**src/rtl/rx_beamformer_if.sv**
```systemverilog
// rx_beamformer_if: signal bundle between the receive beamformer and its
// sequencer / placement logic.
//   slave  (beamformer side): sample_en, start, rx_in in; busy, sum, sum_valid,
//                             done, hit, peak_sum, peak_tof out.
//   master (controller side): the mirror image.
`timescale 1ns/1ps
interface rx_beamformer_if;
  logic        sample_en;
  logic        start;
  logic [7:0]  rx_in;
  logic        busy;
  logic [3:0]  sum;
  logic        sum_valid;
  logic        done;
  logic        hit;
  logic [3:0]  peak_sum;
  logic [10:0] peak_tof;

  modport master (
    output sample_en, start, rx_in,
    input  busy, sum, sum_valid, done, hit, peak_sum, peak_tof
  );

  modport slave (
    input  sample_en, start, rx_in,
    output busy, sum, sum_valid, done, hit, peak_sum, peak_tof
  );
endinterface

```
**src/rtl/rx_beamformer.sv**
```systemverilog
// rx_beamformer: receive-side delay-and-sum beamformer for an 8-element array.
// Each 1 MHz sample tick the eight comparator bits are written into per-element
// delay lines; the bit delayed by the element's focal delay is read out, the
// aligned bits are (optionally) weighted and summed, and the peak sum with its
// tick index is tracked over a listen window opened by start.
//
// Ports:
//   clock    system clock (125 MHz)
//   reset_n  asynchronous active-low reset
//   bus      rx_beamformer_if.slave:
//              sample_en/start/rx_in in; busy, sum, sum_valid, done, hit,
//              peak_sum, peak_tof out (all registered)
//
// Build option: RX_BF_APODIZE_EN -- when defined, elements 2..5 carry weight 2
// (sum range 0..12); otherwise all weights are 1 (sum range 0..8).
`timescale 1ns/1ps

// One element's delay line. The line is a plain write-pointer ring with no
// reset; instead the read is forced to 0 until the window has advanced at
// least DLY ticks. Every address read after that point was written inside the
// current window, which is exactly what clearing the lines at start would give.
module rx_bf_lane #(
  parameter int DEPTH = 512,
  parameter int DLY   = 0,
  parameter int TW    = 11,
  parameter int AW    = $clog2(DEPTH)
) (
  input  logic          clock,
  input  logic          wr_en,
  input  logic [AW-1:0] wptr,
  input  logic [TW-1:0] tick_cnt,
  input  logic          din,
  output logic          aligned
);
  logic [DEPTH-1:0] line_mem;
  logic [AW-1:0]    raddr;
  logic             rd_bit;
  logic             armed;

  assign raddr  = wptr - AW'(DLY);
  assign rd_bit = line_mem[raddr];
  assign armed  = int'(tick_cnt) >= DLY;

  // Zero-delay elements take the live input, not the line.
  assign aligned = (DLY == 0) ? din : (armed & rd_bit);

  always_ff @(posedge clock) begin
    if (wr_en) line_mem[wptr] <= din;
  end
endmodule

module rx_beamformer #(
  parameter int DEPTH  = 512,
  parameter int D0     = 0,
  parameter int D1     = 235,
  parameter int D2     = 395,
  parameter int D3     = 475,
  parameter int WINDOW = 1000,
  parameter int THRESH = 6
) (
  input  logic clock,
  input  logic reset_n,
  rx_beamformer_if.slave bus
);
  localparam int NUM_LANES = 8;
  localparam int AW        = $clog2(DEPTH);
  localparam int SW        = 4;
  localparam int TW        = 11;

`ifdef RX_BF_APODIZE_EN
  localparam logic [NUM_LANES-1:0][SW-1:0] WT =
    {4'd1, 4'd1, 4'd2, 4'd2, 4'd2, 4'd2, 4'd1, 4'd1};
`else
  localparam logic [NUM_LANES-1:0][SW-1:0] WT = {NUM_LANES{4'd1}};
`endif

  typedef enum logic [1:0] {S_IDLE, S_LISTEN, S_DONE} state_e;

  state_e        state_q, state_d;
  logic [TW-1:0] tick_q, tick_d;
  logic [AW-1:0] wptr_q, wptr_d;
  logic [SW-1:0] sum_q, sum_d;
  logic          sum_valid_q, sum_valid_d;
  logic          done_q, done_d;
  logic          busy_q, busy_d;
  logic          hit_q, hit_d;
  logic [SW-1:0] peak_sum_q, peak_sum_d;
  logic [TW-1:0] peak_tof_q, peak_tof_d;

  logic                 tick;
  logic [NUM_LANES-1:0] aligned;
  logic [SW-1:0]        aligned_sum;

  // start wins over a coincident strobe: that sample is dropped.
  assign tick = bus.sample_en & ~bus.start & (state_q == S_LISTEN);

  for (genvar g = 0; g < NUM_LANES; g++) begin : g_lane
    localparam int DLY = (g == 0 || g == 7) ? D0 :
                         (g == 1 || g == 6) ? D1 :
                         (g == 2 || g == 5) ? D2 : D3;
    rx_bf_lane #(.DEPTH(DEPTH), .DLY(DLY), .TW(TW)) u_lane (
      .clock    (clock),
      .wr_en    (tick),
      .wptr     (wptr_q),
      .tick_cnt (tick_q),
      .din      (bus.rx_in[g]),
      .aligned  (aligned[g])
    );
  end

  always_comb begin
    aligned_sum = '0;
    for (int k = 0; k < NUM_LANES; k++)
      aligned_sum = aligned_sum + (aligned[k] ? WT[k] : SW'(0));
  end

  always_comb begin
    state_d     = state_q;
    tick_d      = tick_q;
    wptr_d      = wptr_q;
    sum_d       = sum_q;
    sum_valid_d = 1'b0;
    done_d      = 1'b0;
    hit_d       = hit_q;
    peak_sum_d  = peak_sum_q;
    peak_tof_d  = peak_tof_q;

    if (bus.start) begin
      state_d    = S_LISTEN;
      tick_d     = '0;
      wptr_d     = '0;
      peak_sum_d = '0;
      peak_tof_d = '0;
      hit_d      = 1'b0;
    end else begin
      case (state_q)
        S_LISTEN: begin
          if (tick) begin
            sum_d       = aligned_sum;
            sum_valid_d = 1'b1;
            // Strict compare: the earliest tick keeps a tie.
            if (aligned_sum > peak_sum_q) begin
              peak_sum_d = aligned_sum;
              peak_tof_d = tick_q;
            end
            hit_d  = int'(peak_sum_d) >= THRESH;
            wptr_d = wptr_q + 1'b1;
            tick_d = tick_q + 1'b1;
            if (tick_q == TW'(WINDOW - 1)) state_d = S_DONE;
          end
        end
        // done is raised one cycle after the final sum, together with busy
        // dropping; a start landing here restarts and suppresses it.
        S_DONE: begin
          state_d = S_IDLE;
          done_d  = 1'b1;
        end
        default: state_d = S_IDLE;
      endcase
    end

    busy_d = (state_d != S_IDLE);
  end

  always_ff @(posedge clock or negedge reset_n) begin
    if (!reset_n) begin
      state_q     <= S_IDLE;
      tick_q      <= '0;
      wptr_q      <= '0;
      sum_q       <= '0;
      sum_valid_q <= 1'b0;
      done_q      <= 1'b0;
      busy_q      <= 1'b0;
      hit_q       <= 1'b0;
      peak_sum_q  <= '0;
      peak_tof_q  <= '0;
    end else begin
      state_q     <= state_d;
      tick_q      <= tick_d;
      wptr_q      <= wptr_d;
      sum_q       <= sum_d;
      sum_valid_q <= sum_valid_d;
      done_q      <= done_d;
      busy_q      <= busy_d;
      hit_q       <= hit_d;
      peak_sum_q  <= peak_sum_d;
      peak_tof_q  <= peak_tof_d;
    end
  end

  assign bus.busy      = busy_q;
  assign bus.sum       = sum_q;
  assign bus.sum_valid = sum_valid_q;
  assign bus.done      = done_q;
  assign bus.hit       = hit_q;
  assign bus.peak_sum  = peak_sum_q;
  assign bus.peak_tof  = peak_tof_q;
endmodule
```
**src/flat_wrapper.sv**
```systemverilog
// flat-port wrapper written by rule: the top's interface ports become plain ports
module rx_beamformer_flat 
#(
  parameter int DEPTH  = 512,
  parameter int D0     = 0,
  parameter int D1     = 235,
  parameter int D2     = 395,
  parameter int D3     = 475,
  parameter int WINDOW = 1000,
  parameter int THRESH = 6
)
  (clock, reset_n, bus_sample_en, bus_start, bus_rx_in, bus_busy, bus_sum, bus_sum_valid, bus_done, bus_hit, bus_peak_sum, bus_peak_tof);
  rx_beamformer_if bus_i ();
  input  logic clock;
  input  logic reset_n;
  input wire logic [$bits(bus_i.sample_en)-1:0] bus_sample_en;
  input wire logic [$bits(bus_i.start)-1:0] bus_start;
  input wire logic [$bits(bus_i.rx_in)-1:0] bus_rx_in;
  output wire logic [$bits(bus_i.busy)-1:0] bus_busy;
  output wire logic [$bits(bus_i.sum)-1:0] bus_sum;
  output wire logic [$bits(bus_i.sum_valid)-1:0] bus_sum_valid;
  output wire logic [$bits(bus_i.done)-1:0] bus_done;
  output wire logic [$bits(bus_i.hit)-1:0] bus_hit;
  output wire logic [$bits(bus_i.peak_sum)-1:0] bus_peak_sum;
  output wire logic [$bits(bus_i.peak_tof)-1:0] bus_peak_tof;
  assign bus_i.sample_en = bus_sample_en;
  assign bus_i.start = bus_start;
  assign bus_i.rx_in = bus_rx_in;
  assign bus_busy = bus_i.busy;
  assign bus_sum = bus_i.sum;
  assign bus_sum_valid = bus_i.sum_valid;
  assign bus_done = bus_i.done;
  assign bus_hit = bus_i.hit;
  assign bus_peak_sum = bus_i.peak_sum;
  assign bus_peak_tof = bus_i.peak_tof;
  rx_beamformer #(.DEPTH(DEPTH), .D0(D0), .D1(D1), .D2(D2), .D3(D3), .WINDOW(WINDOW), .THRESH(THRESH)) u_core (.clock(clock), .reset_n(reset_n), .bus(bus_i));
endmodule
```
**config.mk**
```make
export PLATFORM = sky130hd
export DESIGN_NAME = rx_beamformer_flat
export DESIGN_NICKNAME = d
export VERILOG_FILES = /design/src/rtl/rx_beamformer_if.sv /design/src/rtl/rx_beamformer.sv /design/src/flat_wrapper.sv
export SDC_FILE = /design/constraint.sdc
export NUM_CORES = 2
export LEC_CHECK = 0
export CORE_UTILIZATION = 57
export CTS_CLUSTER_DIAMETER = 30
export DETAILED_ROUTE_END_ITERATION = 12
export HOLD_SLACK_MARGIN = 0.06
export PLACE_DENSITY_LB_ADDON = 0.08
export SETUP_SLACK_MARGIN = 0.15
export SLEW_MARGIN = 10
export SYNTH_ARGS = -nofsm -noshare
export SYNTH_HDL_FRONTEND = slang
export SYNTH_SLANG_ARGS = --single-unit
```
**constraint.sdc**
```tcl
create_clock -name clock -period 8 [get_ports clock]
set_input_delay 1.6 -clock clock [delete_from_list [all_inputs] [get_ports clock]]
set_output_delay 1.6 -clock clock [all_outputs]
set_load 0.05 [all_outputs]
```
# Word level (Yosys, flattened, before mapping)
# Index checks and enable logic that the tools add are counted.
[word_totals] latchBits=0 memories=0 ram_bits=0 ff_bits=3117 out_inout_bits=23 romBits=0
[op_classes] reduce_logical=8 n_mul=0 n_shift=0 eq_ne=3 magnitude_cmp=10 bitwise_logic=9 n_addsub=12 n_mux=57 div=0
[op_table] op="512-bit bitwise mux" n=6
[op_table] op="11-bit two-way mux" n=7
[op_table] op="1-bit binary-select mux with 9-bit select" n=6
[op_table] op="9-bit by 10-bit < comparator with 1-bit output (second input constant)" n=4
[op_table] op="4-bit adder" n=7
[op_table] op="4-bit two-way mux" n=7
[op_table] op="9-bit two-way mux" n=3
[op_table] op="1-bit two-way mux" n=23
[op_table] op="11-bit by 9-bit greater-or-equal comparator with 1-bit output (second input constant)" n=2
[op_table] op="9-bit subtractor (second input constant)" n=2
[op_table] op="11-bit by 1-bit adder with 11-bit output (second input constant)" n=1
[op_table] op="11-bit by 10-bit == test with 1-bit output (second input constant)" n=1
[op_table] op="11-bit by 8-bit greater-or-equal comparator with 1-bit output (second input constant)" n=1
[op_table] op="9-bit by 1-bit adder with 9-bit output (second input constant)" n=1
[op_table] op="1-bit demux with 9-bit select" n=1
[op_table] op="9-bit by 1-bit greater-or-equal comparator with 1-bit output (second input constant)" n=1
[op_table] op="9-bit by 8-bit subtractor with 9-bit output (second input constant)" n=1
[op_table] op="1-bit AND" n=8
[op_table] op="2-bit two-way mux" n=4
[op_table] op="2-bit nonzero test" n=4
[op_table] op="3-bit AND reduction" n=2
[op_table] op="4-bit by 3-bit greater-or-equal comparator with 1-bit output (second input constant)" n=1
[op_table] op="4-bit > comparator" n=1
[op_table] op="2-bit by 1-bit == test with 1-bit output (second input constant)" n=1
[op_table] op="other kinds (4)" n=4

# Depth between registers and ports, before layout
[logic_depth] ltp_word=21 ltp_mapped=40 depth_no_buf=25

# Hierarchy
# A second synthesis with hierarchy kept.
[hier_totals] cells_unflattened=9462 area_unflattened_um2=136532.2
[by_module_without_submodules] mod="rx_bf_lane (u_core.g_lane[3].u_lane ...)" cells_per_inst=1507 area_per_inst_um2=22377.7 instances=2 seq_area_each_um2=15374.7
[by_module_without_submodules] mod="rx_bf_lane (u_core.g_lane[2].u_lane ...)" cells_per_inst=1570 area_per_inst_um2=22357.7 instances=2 seq_area_each_um2=15374.7
[by_module_without_submodules] mod="rx_bf_lane (u_core.g_lane[6].u_lane)" cells_per_inst=1559 area_per_inst_um2=22534.1 instances=1 seq_area_each_um2=15374.7
[by_module_without_submodules] mod="rx_bf_lane (u_core.g_lane[1].u_lane)" cells_per_inst=1545 area_per_inst_um2=22276.4 instances=1 seq_area_each_um2=15374.7
[by_module_without_submodules] mod="rx_beamformer" cells_per_inst=202 area_per_inst_um2=2235.9 instances=1 seq_area_each_um2=1126.1
[by_module_without_submodules] mod="rx_bf_lane (u_core.g_lane[0].u_lane ...)" cells_per_inst=1 area_per_inst_um2=7.5 instances=2 seq_area_each_um2=0.0

# Worst setup path after synthesis
# Ideal clock, no wire load.
[synth_path] kind="register to register" startpoint="reg u_core.wptr_q[0]" endpoint="reg u_core.peak_tof_q[2], in the netlist u_core.bus.peak_tof[2]" required_ns=7.870 path_stages_with_launch=39 path_slack_ns=-0.420 setup_time_ns=0.130 t_arrival_ns=8.290 n_path_buf=13 path_cell_list="dfrtp_1 buf_6 buf_12 buf_12 buf_6 buf_4 buf_6 clkinv_1 clkbuf_1 ha_1 buf_4 buf_4 buf_2 clkbuf_1 mux4_2 mux4_2 nand2_1 a21oi_1 [3 not listed] fa_1 fa_1 inv_1 fa_1 ha_1 fa_1 xnor2_1 inv_1 ha_1 o21ai_0 nand2b_1 a21oi_1 a41o_1 or3_1 clkbuf_1 clkbuf_1 nand3b_1 o21ai_0"
[synth_between] elab_chain_cells=15
[synth_rtl] item="start, declared" line_no="rx_beamformer.sv:81" text="logic [AW-1:0] wptr_q, wptr_d;"
[synth_rtl] item="start signal, assigned" line_no="rx_beamformer.sv:180" text="wptr_q <= wptr_d;"
[synth_rtl] item="9-bit by 8-bit subtractor with 9-bit output" line_no="rx_beamformer.sv:40" text="assign raddr = wptr - AW'(DLY);"
[synth_rtl] item="1-bit binary-select mux with 9-bit select" line_no="rx_beamformer.sv:41" text="assign rd_bit = line_mem[raddr];"
[synth_rtl] item="1-bit two-way mux (implied by the code)" line_no="rx_beamformer.sv:41"
[synth_rtl] item="1-bit AND" line_no="rx_beamformer.sv:45" text="assign aligned = (DLY == 0) ? din : (armed & rd_bit);"
[synth_rtl] item="1-bit two-way mux" line_no="rx_beamformer.sv:114" text="aligned_sum = aligned_sum + (aligned[k] ? WT[k] : SW'(0));"
[synth_rtl] item="4-bit adder (5 in series)" line_no="rx_beamformer.sv:114"
[synth_rtl] item="4-bit adder (*) (2 in series)" line_no="rx_beamformer.sv:114"
[synth_rtl] item="named net u_core.aligned_sum[2]" line_no="rx_beamformer.sv:92" text="logic [SW-1:0] aligned_sum;"
[synth_rtl] item="4-bit > comparator (*)" line_no="rx_beamformer.sv:142" text="if (aligned_sum > peak_sum_q) begin"
[synth_rtl] item="2-bit nonzero test (no source line) (*)"
[synth_rtl] item="3-bit AND reduction (no source line) (*)"
[synth_rtl] item="end signal, assigned" line_no="rx_beamformer.sv:187" text="peak_tof_q <= peak_tof_d;"
[synth_rtl] item="end, declared" line_no="rx_beamformer.sv:88" text="logic [TW-1:0] peak_tof_q, peak_tof_d;"
# The timed path passes the listed nets; every way through them passes the cells marked *. The select of a mux whose other input is x is not followed.
# A chain may end at the register's enable or synchronous reset.

# Final worst setup path
[layout_path] startpoint="reg u_core.wptr_q[0]" endpoint="reg u_core.peak_tof_q[8], in the netlist u_core.bus.peak_tof[8]"
# The elaborated chain is that of the path after synthesis.

==> impl_metrics.py <==
metrics = {
    "timing": {
        "worstMarginPinSlew_ns": 1.384,
        "period_minus_slack_ns": 7.727,
        "relSlewSlack_pct": 7.723,
        "setup_viol": 0,
        "worst_hold_slack_ns": 0.4236,
        "max_freq_mhz": 129.4,
        "finalHoldViolations": 0,
        "skew_ns": 0.05161,
        "setup_tns_ns": 0,
        "rsz0062_at_grt": "no",
        "fin_crit_sh_pct": 96.58,
        "slew_violations": 0,
        "setup_slack_ns": 0.2733,
    },
    "die": {
        "core_sq_um": 212700,
        "die_y_um": 465.6,
        "rows": 169,
        "dieArea_sq_um": 216800,
        "die_w_um": 465.6,
        "initial_core_util_pct": 57.58,
        "ios": 35,
    },
    "cts": {
        "numClockSinks": 3117,
        "clock_latency_ns": 0.97,
        "htreeDepth": 6,
        "cts_root_buffer": "clkbuf_16",
        "cts_tree": "done",
        "clockBufferDepth": 4,
        "cts_buffers": 575,
        "clk_pin_slew_ns": 0.05,
    },
    "power": {
        "power_frac_clock_pct": 53.1,
        "ir_worst_vdd_mv": 0.2856,
        "power_density_nw_per_um2": 306.1,
        "power_mw": 44.87,
        "switching_share_pct": 22.10,
        "p_seq_share_pct": 40.1,
        "p_int_mw": 34.95,
        "combPwrFrac_pct": 6.8,
        "p_sw_mw": 9.916,
        "power_leakage_nw": 46.43,
    },
    "setup_path": {
        "cp.arrival_ns": 8.53,
        "regToRegStartpoint": "u_core.wptr_q[0]$_DFFE_PN0P_",
        "path_class": "reg -> reg",
        "crit_path_frequent_cell": "buf_4",
        "cp_slowest_cell": "fa_1",
        "slowest_delay_ns": 0.56,
        "start_kind": "flop",
        "path_max_fanout": 24,
        "cp-end-kind": "flop",
        "cp-startpoint": "u_core.wptr_q[0]$_DFFE_PN0P_",
        "worstPathRequired_ns": 8.81,
    },
    "grt": {
        "track_usage_pct": 30.16,
        "antenna_found_initial": 8,
        "grt_pass1_vias": 63391,
        "grt_overflow": 0,
        "grt_max_degree": 216,
        "grt_pass1_wl_um": 463500,
    },
    "yosys": {
        "synth_area_per_cell_sq_um": 21.37,
        "ys.flop_type": "edfxtp_1",
        "synth-edff-count": 3072,
        "synth-seq-cells": 3117,
        "syn_nets": 5760,
        "netlist_instances": 5732,
        "ys_types": 75,
        "synth.cell_area_sq_um": 122500,
        "synth_warnings": 0,
        "async_flop_share_pct": 1.444,
        "yosysSeqAreaShare_pct": 76.23,
    },
    "placed_design": {
        "port_buffers": 34,
        "dpl.hpwl_um": 191600,
        "place_ws_ns": 0.1491,
        "gp_congestion": 0.9069,
    },
    "job": {
        "cap_violations": 0,
    },
    "cells_and_area": {
        "drive_gt1_share_pct": 31.85,
        "fill_cells": 13141,
        "fin_nets": 6273,
        "utilization_pct": 68.91,
        "area_delta_synth_final_pct": 19.67,
    },
    "drt": {
        "drc": 0,
        "drt-total-wl_um": 323100,
        "via_count": 62611,
        "drtIter0Drc": 8568,
        "vias_per_cell": 6.570,
        "firstDrtPassIters": 7,
        "avgRoutedWirePerCell_um": 33.91,
        "antenna_left": 0,
    },
    "outcome": {
        "status": "complete, no violations",
    },
    "worst_hold_path": {
        "min_from": "u_core.state_q[0]$_DFF_PN0_",
        "hp-class": "reg -> reg",
    },
}
routing by layer:
metal | part of all wire, % | up-vias | GRT usage [%]
met5 | 0.020 | - | 0
met4 | 3.1 | 6 | 9.836
met3 | 9.7 | 605 | 6.699
met2 | 48 | 3552 | 46.12
met1 | 40 | 33411 | 43.87
li1 | - | 25037 | -
registers in the layout, indices dropped and copies added (netlist names), 2 cells and up:
register,cells
u_core.g_lane.u_lane.line_mem,3072
u_core.bus.sum,4
u_core.bus.peak_sum,4
u_core.wptr_q,9
u_core.tick_q,11
u_core.bus.peak_tof,11
u_core.state_q,2
critical path: cells and delay by family (launching register included):
family	cells	cell delay, ns
compound gates	7	1.41
flops	1	0.54
xor+xnor	2	0.62
fa+ha+maj	5	1.90
mux	2	0.68
simple gates	5	0.92
buf+inv	7	1.45
metrics by stage:
step           std cells  instance area, sq um
2_1_floorplan       5732                122600
3_3_place_gp        8480                127300
3_5_place_dp        8480                127300
4_1_cts             9516                146500
5_1_grt             9528                146600
6_report            9530                146600
cell usage in the layout, fill, tap and decap left out, types with 10 or more instances in the layout:
| master | instances |
|---|---|
| clkinv_4 | 42 |
| clkinv_2 | 76 |
| edfxtp_1 | 3072 |
| o21ai_0 | 28 |
| nand3_1 | 70 |
| clkbuf_16 | 599 |
| a32oi_1 | 19 |
| bufinv_16 | 61 |
| xor2_1 | 12 |
| mux4_2 | 904 |
| clkinv_1 | 67 |
| a21oi_1 | 32 |
| nand2_1 | 281 |
| clkdlybuf4s50_1 | 27 |
| buf_12 | 45 |
| mux2i_1 | 46 |
| inv_1 | 26 |
| ha_1 | 10 |
| nor2_1 | 558 |
| clkinvlp_4 | 72 |
| a31oi_1 | 28 |
| buf_4 | 210 |
| inv_6 | 44 |
| nand3_4 | 16 |
| nand4_1 | 19 |
| and3_1 | 19 |
| nor3_1 | 13 |
| nand3b_1 | 13 |
| dfrtp_1 | 44 |
| clkbuf_1 | 60 |
layout make-up:
class	instances	area (sq um)	area share [%]
timing repair buffer	292	2904	1.981
antenna	5	12.51	0.008536
clock inverter	379	4028	2.748
multi-input combinational	2232	27470	18.74
sequential	3117	93380	63.70
tap	2821	3530	2.408
clock buffer	657	15160	10.35
inverter	27	102.6	0.06999
synth_stat cells (all sizes together), types with 6 or more instances:
master,n,area (sq um)
edfxtp,3072,92250
mux4,904,20360
nor2,562,2115
nand2,281,1055
buf,178,1271
clkbuf,178,668.1
nand3,86,430.4
mux2i,47,470.5
dfrtp,45,1126
a21oi,33,176.4
o21ai,31,158.9
a31oi,30,187.7
inv,26,97.59
a32oi,19,166.4
and3,19,118.9
nand4,19,118.9
xnor2,17,163.9
xor2,14,122.6
nand3b,13,97.59
nor3,13,65.06
ha,12,150.1
nor4,10,62.56
mux2,9,101.4
a311oi,8,70.07
nor2b,8,50.05
o211ai,8,60.06
and2,7,43.79
or3,6,37.54
kinds of logic (layout without fill, tap and decap cells):
| logic type | after synthesis | count (layout) | synth area share [%] |
|---|---|---|---|
| XOR/XNOR | 31 | 31 | 0.2339 |
| AO/OA/AOI/OAI | 191 | 191 | 1.111 |
| multiplexers | 960 | 960 | 17.09 |
| buffers and inverters | 383 | 1355 | 1.666 |
| flip-flops | 3117 | 3117 | 76.23 |
| adder cells (fa/ha/maj) | 16 | 16 | 0.1880 |
| AND/OR/NAND/NOR | 1034 | 1034 | 3.482 |
| other | 0 | 5 | 0 |
power groups by stage:
stage,clock (mW),sequential (mW),combinational [mW]
6_report,23.8,18.0,3.04
5_1_grt,24.8,18.0,3.16
4_1_cts,24.0,18.0,3.04
3_5_place_dp,0,18.3,3.03
3_3_place_gp,0,18.3,3.01
2_1_floorplan,0,18.3,1.86
timing repair:
action | CTS | global route
setup endpoints to repair | 11 | 15
hold buffers | 0 | 0
gates resized for setup | 1 | 7
gates cloned | 0 | 2
setup buffers | 0 | 7
pin swaps | 0 | 2
final timing paths:
kind / endpoint / slack [ns] / depth (start not counted)
setup / recovery: u_core.bus.peak_tof[8]$_DFFE_PN0P_ / 0.27 / 28
max in group asynchronous: u_core.wptr_q[0]$_DFFE_PN0P_ / 6.70 / 2
hold reg to reg: u_core.bus.done$_DFF_PN0_ / 0.42 / 1
setup reg to reg: u_core.bus.peak_tof[8]$_DFFE_PN0P_ / 0.27 / 28
min in group asynchronous: u_core.tick_q[9]$_DFFE_PN0P_ / 0.79 / 2
hold / removal: u_core.bus.done$_DFF_PN0_ / 0.42 / 1
Note: power is estimated with default switching activity, not from simulation.
